### config.mk
export PLATFORM = sky130hd
export DESIGN_NAME = reg_file_param
export DESIGN_NICKNAME = d
export VERILOG_FILES = /design/src/rtl/reg_file_pkg.sv /design/src/rtl/reg_file_clr_seq.sv /design/src/rtl/reg_file_param.sv
export SDC_FILE = /design/constraint.sdc
export NUM_CORES = 1
export LEC_CHECK = 0
export CAP_MARGIN = 25
export CORE_MARGIN = 8
export CORE_UTILIZATION = 27
export DETAILED_ROUTE_END_ITERATION = 10
export DONT_BUFFER_PORTS = 1
export GPL_TIMING_DRIVEN = 1
export HOLD_SLACK_MARGIN = 0.06
export SKIP_CTS_REPAIR_TIMING = 1
export SLEW_MARGIN = 40
export SYNTH_ARGS = -nofsm -noshare
export SYNTH_HDL_FRONTEND = slang
export SYNTH_SLANG_ARGS = --single-unit
### constraint.sdc
create_clock -name clk -period 4.8 [get_ports clk]
set_clock_uncertainty 0.1 [all_clocks]
set_input_delay 0.96 -clock clk [delete_from_list [all_inputs] [get_ports clk]]
set_output_delay 0.96 -clock clk [all_outputs]
set_load 0.03 [all_outputs]
### src/rtl/reg_file_pkg.sv
// Shared types and default sizing for the parameterised register file.
// Holds the bulk-clear state encoding used by the sequencer and the top.
package reg_file_pkg;

  localparam int DATA_W_DEF = 19;
  localparam int ADDR_W_DEF = 4;

  typedef enum logic {
    IDLE  = 1'b0,
    CLEAR = 1'b1
  } clr_state_e;

endpackage

### src/rtl/reg_file_clr_seq.sv
// Bulk-clear sequencer: sweeps clr_ptr over every register, one per cycle (DEPTH cycles).
// Starts in CLEAR out of reset; clr_req is honoured only in IDLE, so a sweep cannot be extended.
module reg_file_clr_seq
  import reg_file_pkg::*;
#(
  parameter int ADDR_W = ADDR_W_DEF
) (
  input  logic              clk,
  input  logic              rst_n,
  input  logic              clr_req,
  output logic              busy,
  output logic [ADDR_W-1:0] clr_ptr,
  output logic              clr_we
);

  localparam logic [ADDR_W-1:0] PTR_LAST = '1;

  clr_state_e        state_q, state_d;
  logic [ADDR_W-1:0] clr_ptr_q, clr_ptr_d;

  always_comb begin
    state_d   = state_q;
    clr_ptr_d = clr_ptr_q;
    case (state_q)
      IDLE: begin
        if (clr_req) begin
          state_d   = CLEAR;
          clr_ptr_d = '0;
        end
      end
      CLEAR: begin
        // The pointer wraps to zero on the final entry, leaving it ready for the next sweep.
        clr_ptr_d = clr_ptr_q + 1'b1;
        if (clr_ptr_q == PTR_LAST) begin
          state_d = IDLE;
        end
      end
      default: begin
        state_d   = CLEAR;
        clr_ptr_d = '0;
      end
    endcase
  end

  always_ff @(posedge clk or negedge rst_n) begin
    if (!rst_n) begin
      state_q   <= CLEAR;
      clr_ptr_q <= '0;
    end else begin
      state_q   <= state_d;
      clr_ptr_q <= clr_ptr_d;
    end
  end

  assign busy    = (state_q == CLEAR);
  assign clr_we  = (state_q == CLEAR);
  assign clr_ptr = clr_ptr_q;

endmodule

### src/rtl/reg_file_param.sv
// 2-read/1-write register file with optional hard-zero r0 and write-to-read bypass.
// Reads are combinational; writes land at the clock edge, and writes arriving during a clear are dropped and flagged.
module reg_file_param
  import reg_file_pkg::*;
#(
  parameter int DATA_W   = DATA_W_DEF,
  parameter int ADDR_W   = ADDR_W_DEF,
  parameter bit ZERO_REG = 1'b1,
  parameter bit BYPASS   = 1'b1
) (
  input  logic              clk,
  input  logic              rst_n,
  input  logic [ADDR_W-1:0] rd_addr1,
  input  logic [ADDR_W-1:0] rd_addr2,
  output logic [DATA_W-1:0] rd_data1,
  output logic [DATA_W-1:0] rd_data2,
  input  logic              wr_en,
  input  logic [ADDR_W-1:0] wr_addr,
  input  logic [DATA_W-1:0] wr_data,
  input  logic              clr_req,
  output logic              busy,
  output logic              wr_drop
);

  localparam int DEPTH = 2 ** ADDR_W;

  logic [DATA_W-1:0] mem_q [DEPTH];
  logic              mem_we;
  logic [ADDR_W-1:0] mem_waddr;
  logic [DATA_W-1:0] mem_wdata;
  logic              wr_acc;
  logic              wr_drop_q, wr_drop_d;
  logic [ADDR_W-1:0] clr_ptr;
  logic              clr_we;

  reg_file_clr_seq #(
    .ADDR_W (ADDR_W)
  ) u_clr_seq (
    .clk     (clk),
    .rst_n   (rst_n),
    .clr_req (clr_req),
    .busy    (busy),
    .clr_ptr (clr_ptr),
    .clr_we  (clr_we)
  );

  always_comb begin
    wr_acc    = wr_en && !busy && !(ZERO_REG && (wr_addr == '0));
    wr_drop_d = wr_en && busy;
    mem_we    = 1'b0;
    mem_waddr = wr_addr;
    mem_wdata = wr_data;
    // User writes only happen in IDLE and the sweep only in CLEAR, so the two never collide.
    if (clr_we) begin
      mem_we    = 1'b1;
      mem_waddr = clr_ptr;
      mem_wdata = '0;
    end else if (wr_acc) begin
      mem_we = 1'b1;
    end
  end

  // The array carries no reset; the sweep after reset release zeroes it.
  always_ff @(posedge clk) begin
    if (mem_we) begin
      mem_q[mem_waddr] <= mem_wdata;
    end
  end

  always_ff @(posedge clk or negedge rst_n) begin
    if (!rst_n) begin
      wr_drop_q <= 1'b0;
    end else begin
      wr_drop_q <= wr_drop_d;
    end
  end

  assign wr_drop = wr_drop_q;

  function automatic logic [DATA_W-1:0] rd_sel(
    input logic [ADDR_W-1:0] addr,
    input logic [DATA_W-1:0] stored,
    input logic              bsy,
    input logic              wacc,
    input logic [ADDR_W-1:0] waddr,
    input logic [DATA_W-1:0] wdata
  );
    logic [DATA_W-1:0] res;
    res = stored;
    if (ZERO_REG && (addr == '0)) begin
      res = '0;
    end else if (bsy) begin
      res = '0;
    end else if (BYPASS && wacc && (waddr == addr)) begin
      res = wdata;
    end
    return res;
  endfunction

  always_comb begin
    rd_data1 = rd_sel(rd_addr1, mem_q[rd_addr1], busy, wr_acc, wr_addr, wr_data);
    rd_data2 = rd_sel(rd_addr2, mem_q[rd_addr2], busy, wr_acc, wr_addr, wr_data);
  end

endmodule

## Word level (Yosys, flattened, before mapping)

Memories as Yosys holds them, arrays and structs flattened.
Cells that the tools add are included.

| word-level totals | value |
|---|---|
| input port bits | 35 |
| memories | 1 |
| memory bits (writable) | 304 |
| output and inout bits | 40 |
| bits in registers | 6 |

Memory list:

| memory | depth | width | read ports | clocked after memory_dff | write ports | RTL line | RTL |
|---|---|---|---|---|---|---|---|
| mem_q | 16 | 19 | 2 | 0 | 1 | reg_file_param.sv:27 | `logic [DATA_W-1:0] mem_q [DEPTH];` |

| cells by class | value |
|---|---|
| multiplexer cells | 17 |
| eq/ne operators | 4 |
| reductions and logical operators | 10 |
| bitwise gates (word level) | 1 |
| add/subtract/negate cells | 1 |

Operators with widths:

| cell | number |
|---|---|
| $mux W19 | 7 |
| $logic_not A4 Y1 | 3 |
| $eq A4 B4 Y1 | 2 |
| $mux W4 | 2 |
| $pmux W4 S2 | 1 |
| $mux W1 | 6 |
| $logic_and A1 B1 Y1 | 5 |
| $add A4 B1 Y4 const B | 1 |
| $eq A4 B4 Y1 const B | 1 |
| $logic_not A1 Y1 | 2 |
| $ne A2 B2 Y1 const B | 1 |
| $pmux W1 S2 | 1 |
| $not A1 Y1 | 1 |

## Depth between registers and ports, before layout

Gate-level depths: netlist of run 1.

| depth | value |
|---|---|
| word-level depth | 7 |
| gate-level depth with buffers | 8 |
| depth with buffers taken out | 4 |

## By module

A second synthesis of run 1 with hierarchy kept.

| second synthesis, totals | value |
|---|---|
| cells, all modules | 797 |
| area, all modules | 15003.1 um^2 |

Modules (own cells, without submodules):

| module | cells each | sequential area each (um^2) | times used | area each (um^2) |
|---|---|---|---|---|
| reg_file_param | 777 | 9153.8 | 1 | 14767.9 |
| reg_file_clr_seq | 20 | 126.4 | 1 | 235.2 |

## Worst setup path after synthesis of run 1

No wires, ideal clock.

| timing | value |
|---|---|
| path type | input to output |
| start | input rd_addr1[1] |
| end | output rd_data1[10] |
| buffers on the path | 2 |
| arrival | 2603 ps |
| stages | 5 |
| setup slack | 1137 ps |
| path through | buf_2 buf_2 mux4_2 a211o_1 a32o_1 |

| on the way | value |
|---|---|
| word-level cells in the longest chain between the ends | 5 |
| elaborated cells between the ends (all ways) | 7 |

Ends and longest elaborated chain:

| what | RTL line | RTL |
|---|---|---|
| from (decl) | reg_file_param.sv:13 | `input logic [ADDR_W-1:0] rd_addr1,` |
| branches (longest 4 deep; another with $mem_v2 Z16 W19) | -- |  |
| $mux W19 (*) | reg_file_param.sv:90 | `if (ZERO_REG && (addr == '0)) begin` |
| to (decl) | reg_file_param.sv:15 | `output logic [DATA_W-1:0] rd_data1,` |

Mark *: on every way between the ends.

## Final worst setup path of run 1

| timing | value |
|---|---|
| start | input wr_addr[0] |
| end | output rd_data1[0] |

| on the way | value |
|---|---|
| word-level cells in the longest chain between the ends | 7 |
| elaborated cells between the ends (all ways) | 8 |

Ends and longest elaborated chain:

| what | RTL line | RTL |
|---|---|---|
| from (decl) | reg_file_param.sv:18 | `input logic [ADDR_W-1:0] wr_addr,` |
| $logic_not A4 Y1 | reg_file_param.sv:48 | `wr_acc = wr_en && !busy && !(ZERO_REG && (wr_addr == '0));` |
| $logic_not A1 Y1 | reg_file_param.sv:48 |  |
| $logic_and A1 B1 Y1 | reg_file_param.sv:48 |  |
| $logic_and A1 B1 Y1 (*) | reg_file_param.sv:94 | `end else if (BYPASS && wacc && (waddr == addr)) begin` |
| $mux W19 (*) | reg_file_param.sv:94 |  |
| $mux W19 (*) | reg_file_param.sv:92 | `end else if (bsy) begin` |
| $mux W19 (*) | reg_file_param.sv:90 |  |

Every way passes the cells marked *; elsewhere a longest branch is shown, timed or not.

==> results.json, run 1 <==
{
  "p_int_w": 0.00579,
  "wl_per_cell_um": 26.3,
  "slew_headroom_pct": 47.7,
  "hold_class": "primary input to asynchronous set/reset pin",
  "post-route-period-util_pct": 81.7,
  "cpLargestDelayFamily": "compound AO/OA/AOI/OAI gates",
  "design_area_um2": 17000,
  "track_usage_pct": 12.7,
  "arrival_ns": 2.86,
  "clk-insertion-delay-late_ns": 0.55,
  "h-tree-depth": 1,
  "ys_ff_latch": 310,
  "status": "finished, final reports clean",
  "synth.mux.area_fraction_pct": 25.3,
  "switching_share_pct": 29.7,
  "end_kind": "output pin",
  "die_h_um": 253,
  "synthAdderAreaFrac_pct": 0.0824,
  "core_um2": 56000,
  "cts_max_path_buffers": 3,
  "clkTransAtPathRegs_ns": 0.06,
  "critPathBufInv": 1,
  "rsz0062_at_grt": "false",
  "wl_met3_mm": 2.98,
  "wl_mm": 41.3,
  "synth_area_um2": 15200,
  "path_max_fanout": 11,
  "irDropWorstVdd_mv": 0.244,
  "antenna_left": 0,
  "wl_met2_mm": 20.2,
  "gp_congestion": 0.722,
  "nFillCells": 5440,
  "route.detailed.drc": 0,
  "synth_top_family_by_area": "multiplexers",
  "hold_viol_final": 0,
  "p_sw_w": 0.00245,
  "grt_pass1_wl_mm": 60.2,
  "synth_compound_area_share_pct": 5.57,
  "cp_slowest_stage_delay_ns": 0.50,
  "worstPathRequired_ns": 3.74,
  "finalSetupViolations": 0,
  "synth_cell_type_count": 41,
  "dieArea_um2": 64100,
  "p_leak_nw": 5.32,
  "grt_start_max_net_pins": 79,
  "cp_slowest_cell": "or4_1",
  "maxUsedRoutingLayer": "met4",
  "drt_iter0_drc": 557,
  "ys_seq_area_share_pct": 61.1,
  "fmax_mhz": 255,
  "ys_async_sr_fraction_pct": 1.94,
  "seqPwrFrac_pct": 48.0,
  "comb_power_share_pct": 24.0,
  "cts_buffers": 29,
  "synth_warnings": 0,
  "syn_to_final_growth_pct": 11.6,
  "rows": 87,
  "clkSinkCount": 310,
  "pwr-share-clk_pct": 28.0,
  "place_area_um2": 16000,
  "fin_crit_ns": 3.92,
  "synth_simple_gate_area_share_pct": 4.61,
  "regArea_um2": 9280,
  "layout_setup_ws_ns": 0.877,
  "cts_tree": "yes",
  "grt_pass1_vias": 8751,
  "fin_hold_ws_ns": 0.150,
  "vias_per_cell": 5.19,
  "wl_met1_mm": 16.9,
  "cap_violations": 0,
  "synth-xor-area-share_pct": 0.577,
  "synth-edff-count": 304,
  "io_pins": 75,
  "die_w_um": 253,
  "worst_pin_slew_ns": 0.784,
  "nets": 826,
  "port_buffers": 0,
  "avgSynthCellArea_um2": 18.8,
  "maxSlewViolCount": 0,
  "synthFlopType": "edfxtp_1",
  "dp_worst_setup_slack_ns": 0.885,
  "criticalPathCategory": "primary input to output pin",
  "first_pass_iters": 5,
  "cellPowerDensity_nw_per_um2": 486,
  "antenna_found_initial": 0,
  "start_util_pct": 27.1,
  "timing.setup.tns_ns": 0,
  "clockRootBuffer": "clkbuf_16",
  "hpwlAfterDp_mm": 24.5,
  "num_vias": 8155,
  "start_kind": "primary input",
  "multi_input_area_um2": 5600,
  "crit_path_cell_trace": "or4_1 > and3_4 > a21oi_4 > buf_4 > a32o_1",
  "drive_gt1_share_pct": 32.2,
  "netlist_instances": 809,
  "syn-num-nets": 845,
  "gr-total-overflow": 0
}
[cells in the final DEF, fill, tap and decap left out, drive strengths merged, types with 2 or more instances in the layout]
cell,count
edfxtp,304
mux4,152
nor2b,56
mux2i,42
nand2,39
a211o,36
a32o,36
clkbuf,33
nor2,21
buf,19
clkinv,13
xor2,8
dfrtp,5
inv,5
bufinv,4
diode,3
a31oi,3
clkinvlp,3
and2,3
nor4,2
o41ai,2
a21oi,2
a22o,2
nand2b,2
a32oi,2
nand3,2
xnor2,2
o31ai,2
o32a,2
[path summary, 6_finish.rpt]
check                                     start              endpoint  slack (ns)  depth (start not counted)
setup / recovery                     wr_addr[0]           rd_data1[0]        0.88                          5
hold / removal                            rst_n        u_clr_seq.busy        0.15                          0
setup reg to reg                 u_clr_seq.busy          mem_q[15][7]        1.86                          4
hold reg to reg            u_clr_seq.clr_ptr[3]        u_clr_seq.busy        0.48                          1
max in group asynchronous                 rst_n               wr_drop        3.66                          1
min in group clk                        clr_req  u_clr_seq.clr_ptr[1]        0.39                          1
[worst register-to-register path: stages (launching register included)]
cell and delay [ns]:
dfstp_2 0.53, buf_4 0.60, a32oi_1 0.42, nor2_2 0.57, buf_4 0.40
[final cells by class]
class	count	area share (%)
Sequential cell	310	54.7
Inverter	4	0.0886
Clock inverter	21	1.23
Antenna cell	3	0.0443
Timing Repair Buffer	20	0.900
Clock buffer	33	4.37
Multi-Input combinational cell	425	33.0
Tap cell	756	5.58
[cells by family (layout without fill, tap and decap cells)]
group                      count (synthesis)  in the layout
AOI/OAI and AO/OA                         91             91
xor gates and xnor gates                  10             10
adders and majority gates                  1              1
buffers and inverters                     74             78
DFF                                      310            310
muxes                                    194            194
other                                      0              3
and+or+nand+nor                          129            129
[cells in the mapped netlist (all sizes together), types with 5 or more instances]
library cell	instances	share of area [%]
edfxtp	304	60
mux4	152	23
nor2b	56	2.3
buf	48	2.1
mux2i	42	2.8
nand2	39	0.96
a211o	36	2.1
a32o	36	2.4
clkbuf	22	0.54
nor2	21	0.52
xor2	8	0.46
dfrtp	5	0.82
[sequential cells by signal (all words and copies together), names as in the netlist]
register / count
u_clr_seq.clr_ptr: 4
u_clr_seq.busy: 1
wr_drop: 1
mem_q: 304
[metal layers]
metal / track usage, % / vias up
met5: 0 / -
met4: 4.19 / 0
met3: 3.34 / 59
met2: 21.4 / 277
met1: 15.9 / 4419
li1: - / 3400
[power groups by stage]
stage | logic [W] | clock network (W) | registers [W]
6_report | 0.00198 | 0.00231 | 0.00395
5_1_grt | 0.00209 | 0.00245 | 0.00402
4_1_cts | 0.00199 | 0.00236 | 0.00396
3_5_place_dp | 0.00198 | 0 | 0.00402
3_3_place_gp | 0.00194 | 0 | 0.00397
2_1_floorplan | 0.00138 | 0 | 0.00395
[through the flow]
step | utilization, % | total power (W) | std cells
floorplan | - | 0.00532 | 809
global placement | 28.4 | 0.00591 | 1514
detailed placement | 28.5 | 0.00600 | 1514
CTS | 30.2 | 0.00831 | 1568
global route | 30.3 | 0.00856 | 1569
finish | 30.3 | 0.00824 | 1572
(Power assumes the default switching activity.)
==> run 2: changes to the inputs <==
ABC_AREA = 1   (was default)
clock period = 3.2 ns   (was 4.8 ns; I/O delays follow)
==> results.json, run 2 <==
{
  "status": "finished, final reports clean",
  "first_pass_iters": 6,
  "p_leak_nw": 9.44,
  "wl_mm": 56.6,
  "nFillCells": 6915,
  "vias_per_cell": 4.71,
  "cts_buffers": 34,
  "cts_tree": "yes",
  "ys_seq_area_share_pct": 52.2,
  "num_vias": 15100,
  "grt_use_met1_pct": 21.9,
  "ys_async_sr_fraction_pct": 1.94,
  "r2r_start": "u_clr_seq.busy",
  "fmax_mhz": 322,
  "hold_class": "primary input to flop",
  "rsz0062_at_grt": "false",
  "synth-edff-count": 304,
  "syn-num-nets": 2338,
  "cp_slowest_stage_delay_ns": 0.56,
  "clkTransAtPathRegs_ns": 0.06,
  "grt_start_max_net_pins": 155,
  "rows": 94,
  "layout_commonest_cell": "nand2_1",
  "synth_simple_gate_area_share_pct": 34.4,
  "die_w_um": 273,
  "synth_warnings": 0,
  "synth_top_family_by_area": "simple AND/OR/NAND/NOR gates",
  "worst_pin_slew_ns": 0.728,
  "core_um2": 65500,
  "port_buffers": 0,
  "path_max_fanout": 38,
  "fin_crit_ns": 3.10,
  "timing.setup.tns_ns": 0,
  "cp_slowest_cell": "dfstp_2",
  "h-tree-depth": 2,
  "synth.mux.area_fraction_pct": 0,
  "total_power_w": 0.0146,
  "worstHoldStart": "wr_en",
  "cellPowerDensity_nw_per_um2": 720,
  "ys_ff_latch": 310,
  "cap_violations": 0,
  "worstRegToRegCells": 7,
  "cpMostUsedCell": "nor2_1",
  "hold_viol_final": 0,
  "criticalPathCategory": "flop to output pin",
  "syn_to_final_growth_pct": 13.8,
  "slew_headroom_pct": 50.9,
  "antenna_left": 0,
  "end_kind": "output pin",
  "clockRootBuffer": "clkbuf_16",
  "yosysTopAreaCell": "edfxtp_1",
  "start_util_pct": 27.1,
  "met3_usage_pct": 3.18,
  "wl_per_cell_um": 17.6,
  "hold_depth": 2,
  "clkSinkCount": 310,
  "synthTopCellsByCount": "877 x nand2_1, 361 x nand3_1, 338 x inv_1",
  "nets": 2357,
  "whs_endpoint": "wr_drop",
  "synth_cell_type_count": 30,
  "die_h_um": 273,
  "synth_top_area_share_pct": 51.4,
  "finalSetupViolations": 0,
  "io_pins": 75,
  "dieArea_um2": 74300,
  "crit_path_cell_trace": "inv_2 > nand2_2 > a21oi_4 > nand3_2 > buf_12 > nand3_1 > nor2_1 > nor2_1 > buf_4",
  "maxSlewViolCount": 0,
  "grt_pass1_wl_mm": 86.5,
  "synth_most_common_cell": "nand2_1",
  "route.detailed.drc": 0,
  "final_cell_mix": "877 x nand2_1, 361 x nand3_1, 338 x inv_1, 304 x edfxtp_1, 162 x nor2_1",
  "start_kind": "flop",
  "netlist_instances": 2302,
  "synthAdderAreaFrac_pct": 0.0704,
  "post-route-period-util_pct": 97.0,
  "synth_compound_area_share_pct": 1.70,
  "grt_util_met2_pct": 21.7,
  "synth_area_leaders": "edfxtp_1 51%, nand2_1 19%, nand3_1 10%",
  "r2r_end": "mem_q[8][14]",
  "fin_hold_ws_ns": 0.114,
  "synth-xor-area-share_pct": 0,
  "rrSetupSlack_ns": 0.51,
  "arrival_ns": 2.36,
  "drive_gt1_share_pct": 9.94,
  "max_flop_register": "mem_q",
  "busiest_layer": "met1",
  "clk-insertion-delay-late_ns": 0.52,
  "synth_area_um2": 17800,
  "avgSynthCellArea_um2": 7.72,
  "antenna_found_initial": 0,
  "grt_pass1_vias": 14100,
  "cts_max_path_buffers": 3,
  "track_usage_pct": 14.9,
  "irDropWorstVdd_mv": 0.766,
  "gp_congestion": 0.819,
  "synthFlopType": "edfxtp_1",
  "drt_iter0_drc": 1811,
  "gr-total-overflow": 0,
  "hpwlAfterDp_mm": 33.9,
  "largest_register_ff_count": 304,
  "worstPathRequired_ns": 2.46
}
-- run 2: per-layer routing --
| metal | vias to the layer above | part of all wire (%) |
|---|---|---|
| li1 | 7272 | - |
| met5 | - | 0 |
| met4 | 0 | 2.6 |
| met2 | 703 | 42 |
| met3 | 95 | 10 |
| met1 | 7064 | 45 |
-- run 2: cell families (layout without fill, tap and decap cells) --
kind of cell / count (synthesis) / after routing
AND/OR/NAND/NOR: 1461 / 1461
buffers and inverters: 478 / 520
flip-flops: 310 / 310
AO/OA/AOI/OAI: 52 / 52
adder cells (fa/ha/maj): 1 / 1
other: 0 / 3
-- run 2: area by class of cell --
| class | instances | area (um^2) | area share [%] |
|---|---|---|---|
| tap | 864 | 1080 | 5.35 |
| inverter | 347 | 1320 | 6.50 |
| clock buffer | 45 | 913 | 4.52 |
| clock inverter | 14 | 76.3 | 0.377 |
| timing repair buffer | 114 | 1050 | 5.17 |
| sequential | 310 | 9280 | 45.9 |
| antenna | 3 | 7.51 | 0.0371 |
| multi-input combinational | 1514 | 6500 | 32.1 |
-- run 2: worst max path at each step --
stage	slack, ns	end	cells after the start	start
floorplan	0.09	mem_q[1][0]	5	u_clr_seq.busy
global placement	0.32	rd_data2[0]	10	rd_addr2[0]
detailed placement	0.30	rd_data2[11]	10	rd_addr2[1]
CTS	0.06	rd_data2[11]	9	u_clr_seq.busy
global route	0.008	rd_data1[4]	9	u_clr_seq.busy
finish	0.1	rd_data1[6]	9	u_clr_seq.busy
-- run 2: through the flow --
stage | setup slack (ns) | cell area, um^2 | cells | util (%)
after floorplan | 0.0916 | 17800 | 2302 | -
after global placement | 0.316 | 19200 | 3148 | 29.3
after detailed placement | 0.298 | 19200 | 3148 | 29.3
after CTS | 0.0585 | 20200 | 3207 | 30.8
after global routing | 0.00768 | 20200 | 3208 | 30.9
final | 0.0974 | 20200 | 3211 | 30.9
-- run 2: power by group --
part           leakage [nW]  internal, W  switching, W
combinational          6.05      0.00132       0.00340
sequential             2.90      0.00594      0.000236
clock                 0.488      0.00202       0.00165
total                  9.44      0.00928       0.00529
-- run 2: worst max-delay path: cells and delay by family (launching register included) --
family	cells	cell delay, ns
compound gates	1	0.06
buf+inv	3	0.51
flops	1	0.56
simple gates	5	0.72
==> run 3: changes to the inputs <==
MAX_ROUTING_LAYER = met4   (was default)
==> results.json, run 3 (same netlist as run 2, synthesis figures left out) <==
{
  "nets": 2357,
  "fin_hold_ws_ns": 0.118,
  "fin_crit_ns": 3.29,
  "largest_register_ff_count": 304,
  "drive_gt1_share_pct": 9.98,
  "maxSlewViolCount": 0,
  "drt_iter0_drc": 1784,
  "total_power_w": 0.0146,
  "num_vias": 15100,
  "clkTransAtPathRegs_ns": 0.06,
  "port_buffers": 0,
  "cellPowerDensity_nw_per_um2": 721,
  "p_leak_nw": 9.44,
  "criticalPathCategory": "primary input to output pin",
  "wl_mm": 56.8,
  "clkSinkCount": 310,
  "wl_per_cell_um": 17.7,
  "start_util_pct": 27.1,
  "vias_per_cell": 4.72,
  "clockRootBuffer": "clkbuf_16",
  "cts_max_path_buffers": 3,
  "fmax_mhz": 304,
  "grt_pass1_wl_mm": 86.6,
  "grt_start_max_net_pins": 155,
  "dieArea_um2": 74300,
  "start_kind": "primary input",
  "io_pins": 75,
  "worst_pin_slew_ns": 0.756,
  "final_cell_mix": "877 x nand2_1, 361 x nand3_1, 338 x inv_1, 304 x edfxtp_1, 161 x nor2_1",
  "post-route-period-util_pct": 103,
  "cap_violations": 0,
  "antenna_found_initial": 0,
  "nFillCells": 6919,
  "cts_tree": "yes",
  "track_usage_pct": 15.4,
  "die_h_um": 273,
  "antenna_left": 0,
  "layout_setup_ws_ns": -0.0906,
  "layout_commonest_cell": "nand2_1",
  "max_flop_register": "mem_q",
  "irDropWorstVdd_mv": 0.765,
  "hold_viol_final": 0,
  "h-tree-depth": 2,
  "num_antenna_cells": 0,
  "slew_headroom_pct": 49.1,
  "finalSetupViolations": 12,
  "hpwlAfterDp_mm": 33.9,
  "rrSetupSlack_ns": 0.57,
  "cts_buffers": 34,
  "rsz0062_at_grt": "false",
  "status": "finished, violations left",
  "route.detailed.drc": 0,
  "clk-insertion-delay-late_ns": 0.52,
  "arrival_ns": 2.55,
  "dp_worst_setup_slack_ns": 0.298,
  "violations": "negative setup slack",
  "gr-total-overflow": 0,
  "die_w_um": 273,
  "worstPathRequired_ns": 2.46,
  "hold_class": "primary input to flop",
  "gp_congestion": 0.831,
  "first_pass_iters": 6,
  "path_max_fanout": 154,
  "grt_pass1_vias": 14100,
  "rows": 94,
  "syn_to_final_growth_pct": 13.8,
  "core_um2": 65500,
  "end_kind": "output pin"
}
## run 3: changes by cell type in the layout (fill, tap and decap cells not counted)
cell	delta
diode_2	-3
nor2_1	-1
nor2_2	+1
## run 3: worst max-delay path, stage by stage
cell     delay (ns)
inv_4          0.38
buf_12         0.32
nand2_1        0.11
nand3_1        0.09
nand2_1        0.05
nor2_1         0.08
nor2_1         0.08
nor2_1         0.25
nor2_2         0.05
buf_4          0.17
## run 3: layer usage
metal / up-vias / GRT usage [%] / part of all wire [%]
met1: 7027 / 21.9 / 45
met3: 105 / 3.15 / 10
met2: 725 / 21.7 / 42
met4: 0 / 4.48 / 2.6
li1: 7269 / - / -
met5: - / - / 0
## run 3: layout make-up
| class | count | area, um^2 | share of cell area [%] |
|---|---|---|---|
| multi-input combinational | 1514 | 6500 | 32.2 |
| clock inverter | 14 | 76.3 | 0.378 |
| timing repair buffer | 114 | 1050 | 5.17 |
| sequential | 310 | 9280 | 45.9 |
| inverter | 347 | 1320 | 6.51 |
| tap | 864 | 1080 | 5.35 |
| clock buffer | 45 | 913 | 4.52 |
## run 3: worst paths after layout
kind | startpoint | end | cells past startpoint
min in group asynchronous | rst_n | wr_drop | 1
max reg2reg | u_clr_seq.busy | mem_q[8][14] | 6
min | wr_en | wr_drop | 2
min reg2reg | u_clr_seq.clr_ptr[3] | u_clr_seq.busy | 1
max in group asynchronous | rst_n | u_clr_seq.busy | 1
max | rd_addr2[0] | rd_data2[12] | 10
## run 3: metrics by stage
| step | cells | TNS, ns | cell area (um^2) | util [%] |
|---|---|---|---|---|
| 6_report | 3208 | -0.530 | 20200 | 30.9 |
| 5_1_grt | 3208 | 0 | 20200 | 30.9 |
| 4_1_cts | 3207 | 0 | 20200 | 30.8 |
| 3_5_place_dp | 3148 | 0 | 19200 | 29.3 |
| 3_3_place_gp | 3148 | 0 | 19200 | 29.3 |
| 2_1_floorplan | 2302 | 0 | 17800 | - |
## run 3: power by group
group | switching [W] | leakage, nW | total (W) | internal [W]
Sequential | 0.000236 | 2.90 | 0.00617 | 0.00594
Clock | 0.00165 | 0.488 | 0.00366 | 0.00202
Combinational | 0.00340 | 6.05 | 0.00473 | 0.00132
Total | 0.00529 | 9.44 | 0.0146 | 0.00928
